<file path="config.mk">
export PLATFORM = sky130hd
export DESIGN_NAME = lsu
export DESIGN_NICKNAME = d
export VERILOG_FILES = /design/src/rtl/lsu_pkg.sv /design/src/rtl/lsu_align.sv /design/src/rtl/lsu.sv
export SDC_FILE = /design/constraint.sdc
export NUM_CORES = 1
export LEC_CHECK = 0
export BUFFER_PORTS_ARGS = -buffer_cell sky130_fd_sc_hd__buf_4
export CAP_MARGIN = 25
export CORE_ASPECT_RATIO = 1.5
export CORE_MARGIN = 5
export CORE_UTILIZATION = 50
export DETAILED_ROUTE_END_ITERATION = 12
export GPL_ROUTABILITY_DRIVEN = 0
export GPL_TIMING_DRIVEN = 0
export MAX_ROUTING_LAYER = met4
export PLACE_DENSITY_LB_ADDON = 0.08
export SYNTH_ARGS = -nofsm -noshare
export SYNTH_HDL_FRONTEND = slang
export SYNTH_HIERARCHICAL = 1
export SYNTH_SLANG_ARGS = --single-unit
</file>
<file path="constraint.sdc">
create_clock -name clk_i -period 4.9 [get_ports clk_i]
set_input_delay 0.98 -clock clk_i [delete_from_list [all_inputs] [get_ports clk_i]]
set_output_delay 0.98 -clock clk_i [all_outputs]
set_load 0.01 [all_outputs]
</file>
<file path="src/rtl/lsu_pkg.sv">
`default_nettype none
// ============================================================================
// Module   : lsu_pkg
// Brief    : Shared encodings and helpers for the load/store unit: access
//            size codes, FSM state codes, the byte-select mask generator and
//            the alignment legality check.
// Revision : 1.0 - initial release
// ============================================================================
package lsu_pkg;

    // Access size encodings as presented by the memory stage
    localparam logic [1:0] SZ_BYTE = 2'b00;
    localparam logic [1:0] SZ_HALF = 2'b01;
    localparam logic [1:0] SZ_WORD = 2'b10;
    localparam logic [1:0] SZ_ILL  = 2'b11;

    // FSM state encodings
    localparam int         STATE_W = 2;
    localparam logic [1:0] ST_IDLE = 2'b00;
    localparam logic [1:0] ST_BUSY = 2'b01;
    localparam logic [1:0] ST_DONE = 2'b10;

    // Little-endian byte-lane select for an access of the given size at
    // the given byte offset within the word. Illegal sizes select nothing.
    function automatic logic [3:0] sel_mask(input logic [1:0] size,
                                            input logic [1:0] offset);
        logic [3:0] mask;
        case (size)
            SZ_BYTE: mask = 4'b0001 << offset;
            SZ_HALF: mask = offset[1] ? 4'b1100 : 4'b0011;
            SZ_WORD: mask = 4'b1111;
            default: mask = 4'b0000;
        endcase
        return mask;
    endfunction

    // An access is legal when its size is defined and it is naturally
    // aligned: halfwords on even addresses, words on multiples of four.
    function automatic logic is_legal(input logic [1:0] size,
                                      input logic [1:0] offset);
        logic ok;
        case (size)
            SZ_BYTE: ok = 1'b1;
            SZ_HALF: ok = ~offset[0];
            SZ_WORD: ok = (offset == 2'b00);
            SZ_ILL:  ok = 1'b0;
            default: ok = 1'b0;
        endcase
        return ok;
    endfunction

endpackage
`default_nettype wire

</file>
<file path="src/rtl/lsu_align.sv">
`default_nettype none
// ============================================================================
// Module   : lsu_align
// Brief    : Purely combinational data alignment for the load/store unit.
//            Store side: replicate right-justified store data across all
//            byte lanes and generate the matching select mask.
//            Load side: shift the addressed lane down to bit 0, truncate to
//            the access size and sign- or zero-extend to 32 bits.
// Revision : 1.0 - initial release
// ============================================================================
module lsu_align
    import lsu_pkg::*;
(
    // store steering, driven from the live request
    input  logic [1:0]  i_st_size,
    input  logic [1:0]  i_st_offset,
    input  logic [31:0] i_st_wdata,
    output logic [3:0]  o_st_sel,
    output logic [31:0] o_st_data,

    // load extraction, driven from the attributes latched at acceptance
    input  logic [1:0]  i_ld_size,
    input  logic [1:0]  i_ld_offset,
    input  logic        i_ld_unsigned,
    input  logic [31:0] i_ld_raw,
    output logic [31:0] o_ld_data
);

    logic [31:0] w_shifted;
    logic        w_sign;

    // Store lane steering: replicating the data lets the select mask alone
    // pick the lanes, so no per-offset data mux is needed.
    always_comb begin
        o_st_sel = sel_mask(i_st_size, i_st_offset);
        case (i_st_size)
            SZ_BYTE: o_st_data = {4{i_st_wdata[7:0]}};
            SZ_HALF: o_st_data = {2{i_st_wdata[15:0]}};
            default: o_st_data = i_st_wdata;
        endcase
    end

    // Bring the addressed byte lane down to bit 0.
    assign w_shifted = i_ld_raw >> {i_ld_offset, 3'b000};

    // Truncate to the access size and extend to the full word.
    always_comb begin
        w_sign    = 1'b0;
        o_ld_data = w_shifted;
        case (i_ld_size)
            SZ_BYTE: begin
                w_sign    = ~i_ld_unsigned & w_shifted[7];
                o_ld_data = {{24{w_sign}}, w_shifted[7:0]};
            end
            SZ_HALF: begin
                w_sign    = ~i_ld_unsigned & w_shifted[15];
                o_ld_data = {{16{w_sign}}, w_shifted[15:0]};
            end
            default: begin
                w_sign    = 1'b0;
                o_ld_data = w_shifted;
            end
        endcase
    end

endmodule
`default_nettype wire

</file>
<file path="src/rtl/lsu.sv">
`default_nettype none
// ============================================================================
// Module   : lsu
// Brief    : Load/store unit between the memory stage and the Wishbone unit.
//            Accepts one byte/half/word access at a time, checks alignment,
//            steers store data onto byte lanes, raises the Wishbone unit's
//            read/write request lines, extends returned load data and stalls
//            the pipeline for the whole transfer.
// Revision : 1.0 - initial release
// ============================================================================
module lsu
    import lsu_pkg::*;
#(
    parameter int XLEN = 32
)(
    input  logic            clk_i,
    input  logic            rst_i,

    // memory-stage request
    input  logic            req_valid_i,
    input  logic            req_we_i,
    input  logic [1:0]      req_size_i,
    input  logic            req_unsigned_i,
    input  logic [XLEN-1:0] req_addr_i,
    input  logic [XLEN-1:0] req_wdata_i,
    input  logic            kill_i,

    // memory-stage response
    output logic            stall_o,
    output logic            done_o,
    output logic [XLEN-1:0] rdata_o,
    output logic            misaligned_o,
    output logic            bus_err_o,

    // Wishbone unit control
    output logic            wbm_we_o,
    output logic            wbm_re_o,
    output logic            wbm_kill_o,
    input  logic            wbm_ack_i,
    input  logic            wbm_err_i,

    // Wishbone unit data path
    output logic [XLEN-1:0] wbs_adr_o,
    output logic [XLEN-1:0] wbs_dat_o,
    output logic [3:0]      wbs_sel_o,
    input  logic [XLEN-1:0] wbs_dat_i
);

    logic [STATE_W-1:0] r_state;

    // attributes of the accepted access, needed when the data returns
    logic [1:0]         r_size;
    logic [1:0]         r_offset;
    logic               r_unsigned;
    logic               r_is_store;

    // registered outputs
    logic               r_we;
    logic               r_re;
    logic               r_done;
    logic               r_misaligned;
    logic               r_bus_err;
    logic [XLEN-1:0]    r_rdata;
    logic [XLEN-1:0]    r_adr;
    logic [XLEN-1:0]    r_dat;
    logic [3:0]         r_sel;

    logic               w_legal;
    logic               w_req;
    logic               w_idle;
    logic               w_busy;
    logic [3:0]         w_st_sel;
    logic [XLEN-1:0]    w_st_data;
    logic [XLEN-1:0]    w_ld_data;

    assign w_idle  = (r_state == ST_IDLE);
    assign w_busy  = (r_state == ST_BUSY);
    assign w_legal = is_legal(req_size_i, req_addr_i[1:0]);
    assign w_req   = req_valid_i & ~kill_i;

    lsu_align u_align (
        .i_st_size     (req_size_i),
        .i_st_offset   (req_addr_i[1:0]),
        .i_st_wdata    (req_wdata_i),
        .o_st_sel      (w_st_sel),
        .o_st_data     (w_st_data),
        .i_ld_size     (r_size),
        .i_ld_offset   (r_offset),
        .i_ld_unsigned (r_unsigned),
        .i_ld_raw      (wbs_dat_i),
        .o_ld_data     (w_ld_data)
    );

    // Stall covers the acceptance cycle and the whole bus transfer; the
    // DONE cycle releases the pipeline so the result can be consumed.
    assign stall_o    = w_busy | (w_idle & w_req & w_legal);

    // Abort is only meaningful while a transfer is outstanding, and a
    // simultaneous ack or error wins over the flush.
    assign wbm_kill_o = w_busy & kill_i & ~wbm_ack_i & ~wbm_err_i;

    assign done_o       = r_done;
    assign rdata_o      = r_rdata;
    assign misaligned_o = r_misaligned;
    assign bus_err_o    = r_bus_err;
    assign wbm_we_o     = r_we;
    assign wbm_re_o     = r_re;
    assign wbs_adr_o    = r_adr;
    assign wbs_dat_o    = r_dat;
    assign wbs_sel_o    = r_sel;

    // Access sequencing: accept, wait for ack/err/kill, signal completion.
    always_ff @(posedge clk_i or posedge rst_i) begin
        if (rst_i) begin
            r_state      <= ST_IDLE;
            r_size       <= SZ_BYTE;
            r_offset     <= 2'b00;
            r_unsigned   <= 1'b0;
            r_is_store   <= 1'b0;
            r_we         <= 1'b0;
            r_re         <= 1'b0;
            r_done       <= 1'b0;
            r_misaligned <= 1'b0;
            r_bus_err    <= 1'b0;
            r_rdata      <= '0;
            r_adr        <= '0;
            r_dat        <= '0;
            r_sel        <= 4'b0000;
        end else begin
            // status outputs are single-cycle pulses
            r_done       <= 1'b0;
            r_misaligned <= 1'b0;
            r_bus_err    <= 1'b0;

            case (r_state)
                ST_IDLE: begin
                    if (w_req) begin
                        if (w_legal) begin
                            r_adr      <= {req_addr_i[XLEN-1:2], 2'b00};
                            r_sel      <= w_st_sel;
                            r_dat      <= w_st_data;
                            r_size     <= req_size_i;
                            r_offset   <= req_addr_i[1:0];
                            r_unsigned <= req_unsigned_i;
                            r_is_store <= req_we_i;
                            r_we       <= req_we_i;
                            r_re       <= ~req_we_i;
                            r_state    <= ST_BUSY;
                        end else begin
                            // fault reported, no bus activity started
                            r_misaligned <= 1'b1;
                        end
                    end
                end

                ST_BUSY: begin
                    // Requests drop on the same edge that samples ack/err so
                    // the Wishbone unit never sees a stale request on return
                    // to its idle state.
                    if (wbm_err_i) begin
                        r_we      <= 1'b0;
                        r_re      <= 1'b0;
                        r_bus_err <= 1'b1;
                        r_done    <= 1'b1;
                        r_state   <= ST_DONE;
                    end else if (wbm_ack_i) begin
                        r_we    <= 1'b0;
                        r_re    <= 1'b0;
                        r_done  <= 1'b1;
                        if (!r_is_store) begin
                            r_rdata <= w_ld_data;
                        end
                        r_state <= ST_DONE;
                    end else if (kill_i) begin
                        r_we    <= 1'b0;
                        r_re    <= 1'b0;
                        r_state <= ST_IDLE;
                    end
                end

                ST_DONE: begin
                    // completion cycle; any request here is ignored
                    r_state <= ST_IDLE;
                end

                default: begin
                    r_we    <= 1'b0;
                    r_re    <= 1'b0;
                    r_state <= ST_IDLE;
                end
            endcase
        end
    end

endmodule
`default_nettype wire
</file>
==> results of run 1 <==
==> power by group through the flow <==
stage                     clock (mW)  sequential, mW  combinational (mW)
after floorplan                    0            1.46               0.587
after global placement             0            1.35                1.31
after detailed placement           0            1.37                1.34
after CTS                      0.761            1.35                1.35
after global routing           0.801            1.38                1.42
final                          0.742            1.35                1.33
==> worst min path at each step <==
stage | to | slack, ns | startpoint | cells past startpoint
2_1_floorplan | r_offset[0] | 0.49 | r_offset[0] | 1
3_3_place_gp | wbs_dat_o[1] | 0.49 | wbs_dat_o[1] | 1
3_5_place_dp | wbs_sel_o[3] | 0.49 | wbs_sel_o[3] | 1
4_1_cts | wbs_dat_o[14] | 0.51 | wbs_dat_o[14] | 1
5_1_grt | wbs_dat_o[14] | 0.53 | wbs_dat_o[14] | 1
6_report | wbs_adr_o[9] | 0.51 | wbs_adr_o[9] | 1
==> cell usage in the layout, fill, tap and decap left out, drive strengths merged <==
| cell type | netlist | layout |
|---|---|---|
| clkinv | 0 | 2 |
| o311ai | 2 | 2 |
| o21ai | 12 | 12 |
| nand3b | 2 | 2 |
| or2 | 9 | 9 |
| and2b | 1 | 1 |
| mux2i | 26 | 26 |
| a21bo | 1 | 1 |
| conb | 1 | 2 |
| a221oi | 1 | 1 |
| xnor2 | 1 | 1 |
| o22ai | 8 | 8 |
| nand2b | 3 | 3 |
| buf | 31 | 242 |
| o221ai | 1 | 1 |
| nor3b | 2 | 2 |
| clkbuf | 4 | 16 |
| nor2 | 11 | 11 |
| nand2 | 10 | 10 |
| nor2b | 9 | 9 |
| a211oi | 7 | 7 |
| dfrtp | 111 | 111 |
| mux2 | 122 | 122 |
| bufinv | 0 | 1 |
| o21a | 1 | 1 |
| nor3 | 1 | 1 |
| inv | 5 | 6 |
| o41ai | 1 | 1 |
| nor4b | 3 | 3 |
| o211ai | 2 | 2 |
| and2 | 1 | 1 |
| a21oi | 27 | 27 |
| o2bb2ai | 8 | 8 |
==> worst max-delay path: stages <==
cell and delay, ns:
buf_4 0.13, nor4b_1 0.53, and2_1 0.20, buf_4 0.12
==> cell type report <==
cell class | instances | area (sq um) | area share [%]
well taps | 147 | 184 | 2.37
flip-flops and latches | 111 | 2780 | 35.8
multi-input cells | 274 | 2590 | 33.4
clock buffers | 12 | 246 | 3.18
clock inverters | 4 | 52.6 | 0.678
repair buffers | 211 | 1600 | 20.7
plain buffers | 35 | 274 | 3.54
inverters | 5 | 21.3 | 0.274
==> sequential cells by signal, summed over array words and instances (netlist names) <==
signal,count
r_state,2
bus_err_o,1
r_is_store,1
done_o,1
wbs_adr_o,30
r_unsigned,1
wbs_sel_o,4
wbm_re_o,1
r_size,2
misaligned_o,1
wbs_dat_o,32
r_offset,2
wbm_we_o,1
rdata_o,32
==> stage by stage <==
stage / area (sq um) / std cells
finish: 7750 / 799
global route: 7750 / 799
CTS: 7750 / 799
detailed placement: 7450 / 783
global placement: 7420 / 782
floorplan: 5660 / 425
==> layer usage <==
layer  global-route usage (%)  vias to the layer above  part of all wire (%)
met5                        -                        -                     0
met4                     8.80                        0                   2.6
met3                     4.98                       23                   5.1
met2                     40.9                      134                    55
met1                     23.8                     2061                    37
li1                         -                     1971                     -
==> cells by family (layout without fill, tap and decap cells) <==
logic type             Yosys count  count (layout)
AO/OA/AOI/OAI                   71              71
XOR/XNOR                         1               1
buffers and inverters           40             267
flip-flops                     111             111
multiplexers                   148             148
other                            1               2
AND/OR/NAND/NOR                 52              52
==> impl_results.md, run 1 <==
- Final Hold Viols: 0
- CTS Root Cell: clkbuf_16
- Flop and latch count out of synthesis: 111
- Detailed Routing Iterations Pass 1: 4
- Max Fclk: 0.338 GHz
- Most frequent cells after synthesis: 111 x dfrtp_1, 93 x mux2_2, 29 x mux2_4
- Vias in the first global route: 4590
- # nets final: 753
- Xor and xnor area share after synthesis: 0.155%
- Largest net degree at the start of global routing: 58
- Seq pwr share: 39.4%
- Worst VDD drop: 0.237 mV
- Hold Crit Class: flip-flop to flip-flop
- RSZ-0062 raised after global routing: no
- Clock Path Buffers: 2
- H-tree depth: 3
- EDFF count, synth: 0
- CP Max Fanout: 5
- Type of origin of the critical path: input port
- Detail Route Antenna Nets: 0
- CP required: slightly below 4 ns
- Die Span X: 96.8 um
- Seq/Total Area, Yosys: roughly 50%
- Simple-gate share of the synthesized area: 6.02%
- Combinational cell fraction of total power: 38.9%
- Yosys warning total: 6
- Clk sinks: approximately 110
- Post-synth top area cell: dfrtp_1
- Place WS: 1.95 ns
- Core area: 11100 sq um
- Clk network pwr share: 21.7%
- P_leak: about 3.8 nW
- Most common cell in the netlist: dfrtp_1
- # DRC: 0
- Worst reg2reg path endpoint: rdata_o[13]
- Pwr per Cell Area: 441 nW/um^2
- Largest family of logic cells by synthesized area: multiplexers
- Final Worst Setup Slack: roughly 1.9 ns
- Fin util: 70.1%
- Final setup viols: 0
- DIE AREA: about 14000 sq um
- Ant. Diodes: 0
- Post-DR vias/cell: 5.24
- Slew HR: 52.5%
- Max Cap Viol: 0
- Final period utilization: 60.3%
- Area growth syn-to-layout: 37.0%
- Initial Util: 51.2%
- Fin. max-slew vios: 0
- Switching power total: 1.06 mW
- Cts hold-fix bufs: 0
- CTS buffer count: 9
- R2R setup slack: 3.11 ns
- Post-Synth Adder-Cell Area: 0%
- Main synth FF type: dfrtp_1
- Wire per inst: 18.7 um
- CTS tree: done
- Initial drt markers: 119
- R2R Path Start: r_offset[1]
- Worst-margin pin slew: 0.712 ns
- FP Rows: 47
- Hold slack: 0.507 ns
- Post-cts gate resize count: 0
- Layout cell share with drive strength beyond 1: 61.0%
- Global-route wire length before repair: around 24 mm
- Clock slew at reported path FFs: 0.07 ns
- Setup bufs post-CTS: 0
- Dpl hpwl: 11.8 mm
- Drt total wl: 15.0 mm
- Via count: around 4.2k
- Critical Path Source: wbm_err_i
- Input/output buffers: 210
- Post-synth cell types: 40
- Antenna violations before repair: 0
- Setup Skew: 0.0135 ns
- Final-layout fill cell count: 866
- Yosys top cell area share: 49.1%
- Reg2Reg Depth: 5
- FFs w/ async S/R, synth: 100%
- Total Power: 3.42 mW
- Gr ovfl total: 0
- Top cells by area, synth: dfrtp_1 49%, mux2_2 19%, mux2_4 7.7%
- Outcome: complete, no violations
- Crit path kind: input port to output port
- Mapped cell area: 5660 sq um
- CP Capture Point: wbm_kill_o
- Net Sw Frac: 31.1%
- Mux cell area share after synthesis: 30.8%
- Post-Syn Area per Cell: 13.3 sq um
- Overall Global Routing Usage: 22.6%
- Cells after Synth: 424
- Synth Area in Compound Gates: 8.67%
- Worst setup EP type: output port
- Pint: 2.36 mW
- Chip height: 140 um
- IO Pins: around 210
- Critical path data arrival time: 1.97 ns
- Clk Latency, worst-skew pair: 0.34 ns
- Fin crit period: 2.95 ns
- TNS Setup: 0 ns
Note: power is estimated with default switching activity, not from simulation.
==> inputs of run 2 (changes only) <==
Settings changed: CORE_UTILIZATION 50 to 45.
Clock period 4.9 ns to 2.6 ns, I/O delays scaled along.
==> run 2 against run 1 <==
  * Sequential cell count unchanged
  * Critical path type is now flip-flop to output port
  * Clock power up 87%
  * Highest routed layer unchanged
  * Global-route usage shrank 2.0 points
  * Wire length decreased by 0.62%
  * Power is 88% higher
  * Clock-buffer cell count is 2 lower
==> impl_results.md, run 2 (synthesis gave the netlist of run 1 again) <==
- Outcome: complete, no violations
- Clk sinks: 111
- Initial Util: 45.7%
- Type of origin of the critical path: flip-flop
- Commonest non-fill, non-tap cell in the layout: buf_4
- Global-route wire length before repair: between 20 and 25 mm
- Fin. max-slew vios: 0
- Post-placement cell area: 7480 sq um
- Final Hold Viols: 0
- # DRC: 0
- Final-layout fill cell count: 1043
- Input/output buffers: 210
- Die Span X: 102 um
- RSZ-0062 raised after global routing: no
- Slew HR: 40.4%
- IO Pins: 213
- Antenna violations before repair: 0
- P_leak: approximately 3.8 nW
- Post-DR vias/cell: 5.15
- Vias in the first global route: 4645
- Worst-margin pin slew: 0.892 ns
- Fin cells: 808
- Final Worst Setup Slack: 0.392 ns
- Fin util: 62.7%
- Dpl hpwl: 11.8 mm
- CP Max Fanout: 6
- Dpl cells: just under 800
- Max Fclk: around 0.45 GHz
- Wire per inst: 18.4 um
- Place WS: around 0.51 ns
- Critical path data arrival time: 1.69 ns
- Most frequent cells in the layout: 222 x buf_4, 111 x dfrtp_1, 93 x mux2_2
- Setup bufs post-CTS: 0
- Initial drt markers: 73
- Drt total wl: between 10 and 15 mm
- Largest net degree at the start of global routing: 42
- Worst setup EP type: output port
- CTS Root Cell: clkbuf_16
- Fin area: 7770 sq um
- CTS tree: done
- Area growth syn-to-layout: 37.4%
- Chip height: 147 um
- FP Rows: 50
- H-tree depth: 3
- Detailed Routing Iterations Pass 1: 4
- Crit path kind: flip-flop to output port
- Clk Latency, worst-skew pair: 0.34 ns
- Via count: 4161
- Overall Global Routing Usage: 20.6%
- Worst VDD drop: 0.364 mV
- CP required: 2.08 ns
- Setup Skew: 0.0155 ns
- Final period utilization: a little over four fifths
- DIE AREA: 15000 sq um
- Total Power: 6.42 mW
- Detail Route Antenna Nets: 0
- Final setup viols: 0
- Cts hold-fix bufs: 0
- Max Cap Viol: 0
- Ant. Diodes: 0
- CTS buffer count: 9
- Clock Path Buffers: 2
- Post-cts gate resize count: 0
- Layout cell share with drive strength beyond 1: 61.2%
- Gr ovfl total: 0
- Clock slew at reported path FFs: 0.08 ns
- Fin crit period: between 2 and 2.5 ns
- Core area: 12400 sq um
- # nets final: 754
- Hold Crit Class: input port to async pin
- Pwr per Cell Area: 826 nW/um^2
-- run 2: cell count changes in the layout (fill, tap and decap cells not counted) --
| cell | previous run | this run |
|---|---|---|
| inv_4 | 1 | 0 |
| buf_12 | 0 | 2 |
| clkinvlp_4 | 0 | 2 |
| inv_8 | 0 | 1 |
| clkbuf_8 | 1 | 0 |
| clkbuf_1 | 6 | 5 |
| buf_16 | 1 | 0 |
| clkinv_2 | 1 | 0 |
-- run 2: per-layer routing --
| layer | up-vias | wire (um) | global-route usage [%] |
|---|---|---|---|
| li1 | 1968 | - | - |
| met1 | 2030 | 5620 | 23.2 |
| met2 | 145 | 8020 | 35.8 |
| met3 | 18 | 934 | 4.61 |
| met4 | 0 | 300 | 6.52 |
| met5 | - | 0 | - |
-- run 2: layout make-up --
type,count,area (sq um),area share [%]
Clock inverter,5,66.3,0.853
Multi-Input combinational cell,274,2590,33.3
Buffer,35,274,3.53
Inverter,5,22.5,0.290
Tap cell,156,195,2.51
Clock buffer,10,229,2.95
Timing Repair Buffer,212,1620,20.8
Sequential cell,111,2780,35.7
-- run 2: metrics by stage --
| stage | TNS [ns] | hold WS (ns) |
|---|---|---|
| after global routing | 0 | 0.386 |
| after global placement | -0.384 | 0.490 |
| after floorplan | 0 | 0.489 |
| final | 0 | 0.360 |
| after detailed placement | 0 | 0.494 |
| after CTS | 0 | 0.379 |
-- run 2: worst max-delay path, stage by stage (launching register included) --
cell and delay, ns:
dfrtp_1 0.53, nor4b_1 0.50, and2_1 0.20, buf_4 0.12
-- run 2: final timing paths --
| kind | startpoint | endpoint | slack, ns | depth (start not counted) |
|---|---|---|---|---|
| min in group clk_i | wbm_ack_i | r_state[0] | 0.39 | 2 |
| worst min-delay path | rst_i | wbs_adr_o[2] | 0.36 | 2 |
| worst min register to register | wbs_dat_o[28] | wbs_dat_o[28] | 0.51 | 1 |
| worst max-delay path | r_state[0] | wbm_kill_o | 0.39 | 3 |
| worst max register to register | r_offset[1] | rdata_o[12] | 0.79 | 5 |
| max in group asynchronous | rst_i | wbs_dat_o[27] | 1.55 | 3 |
-- run 2: power breakdown --
group | leakage, nW | total (mW) | internal (mW) | switching (mW)
Sequential | 1.36 | 2.54 | 2.24 | 0.304
Combinational | 2.29 | 2.49 | 1.43 | 1.06
Clock | 0.141 | 1.39 | 0.756 | 0.635
Total | 3.79 | 6.42 | 4.42 | 2.00
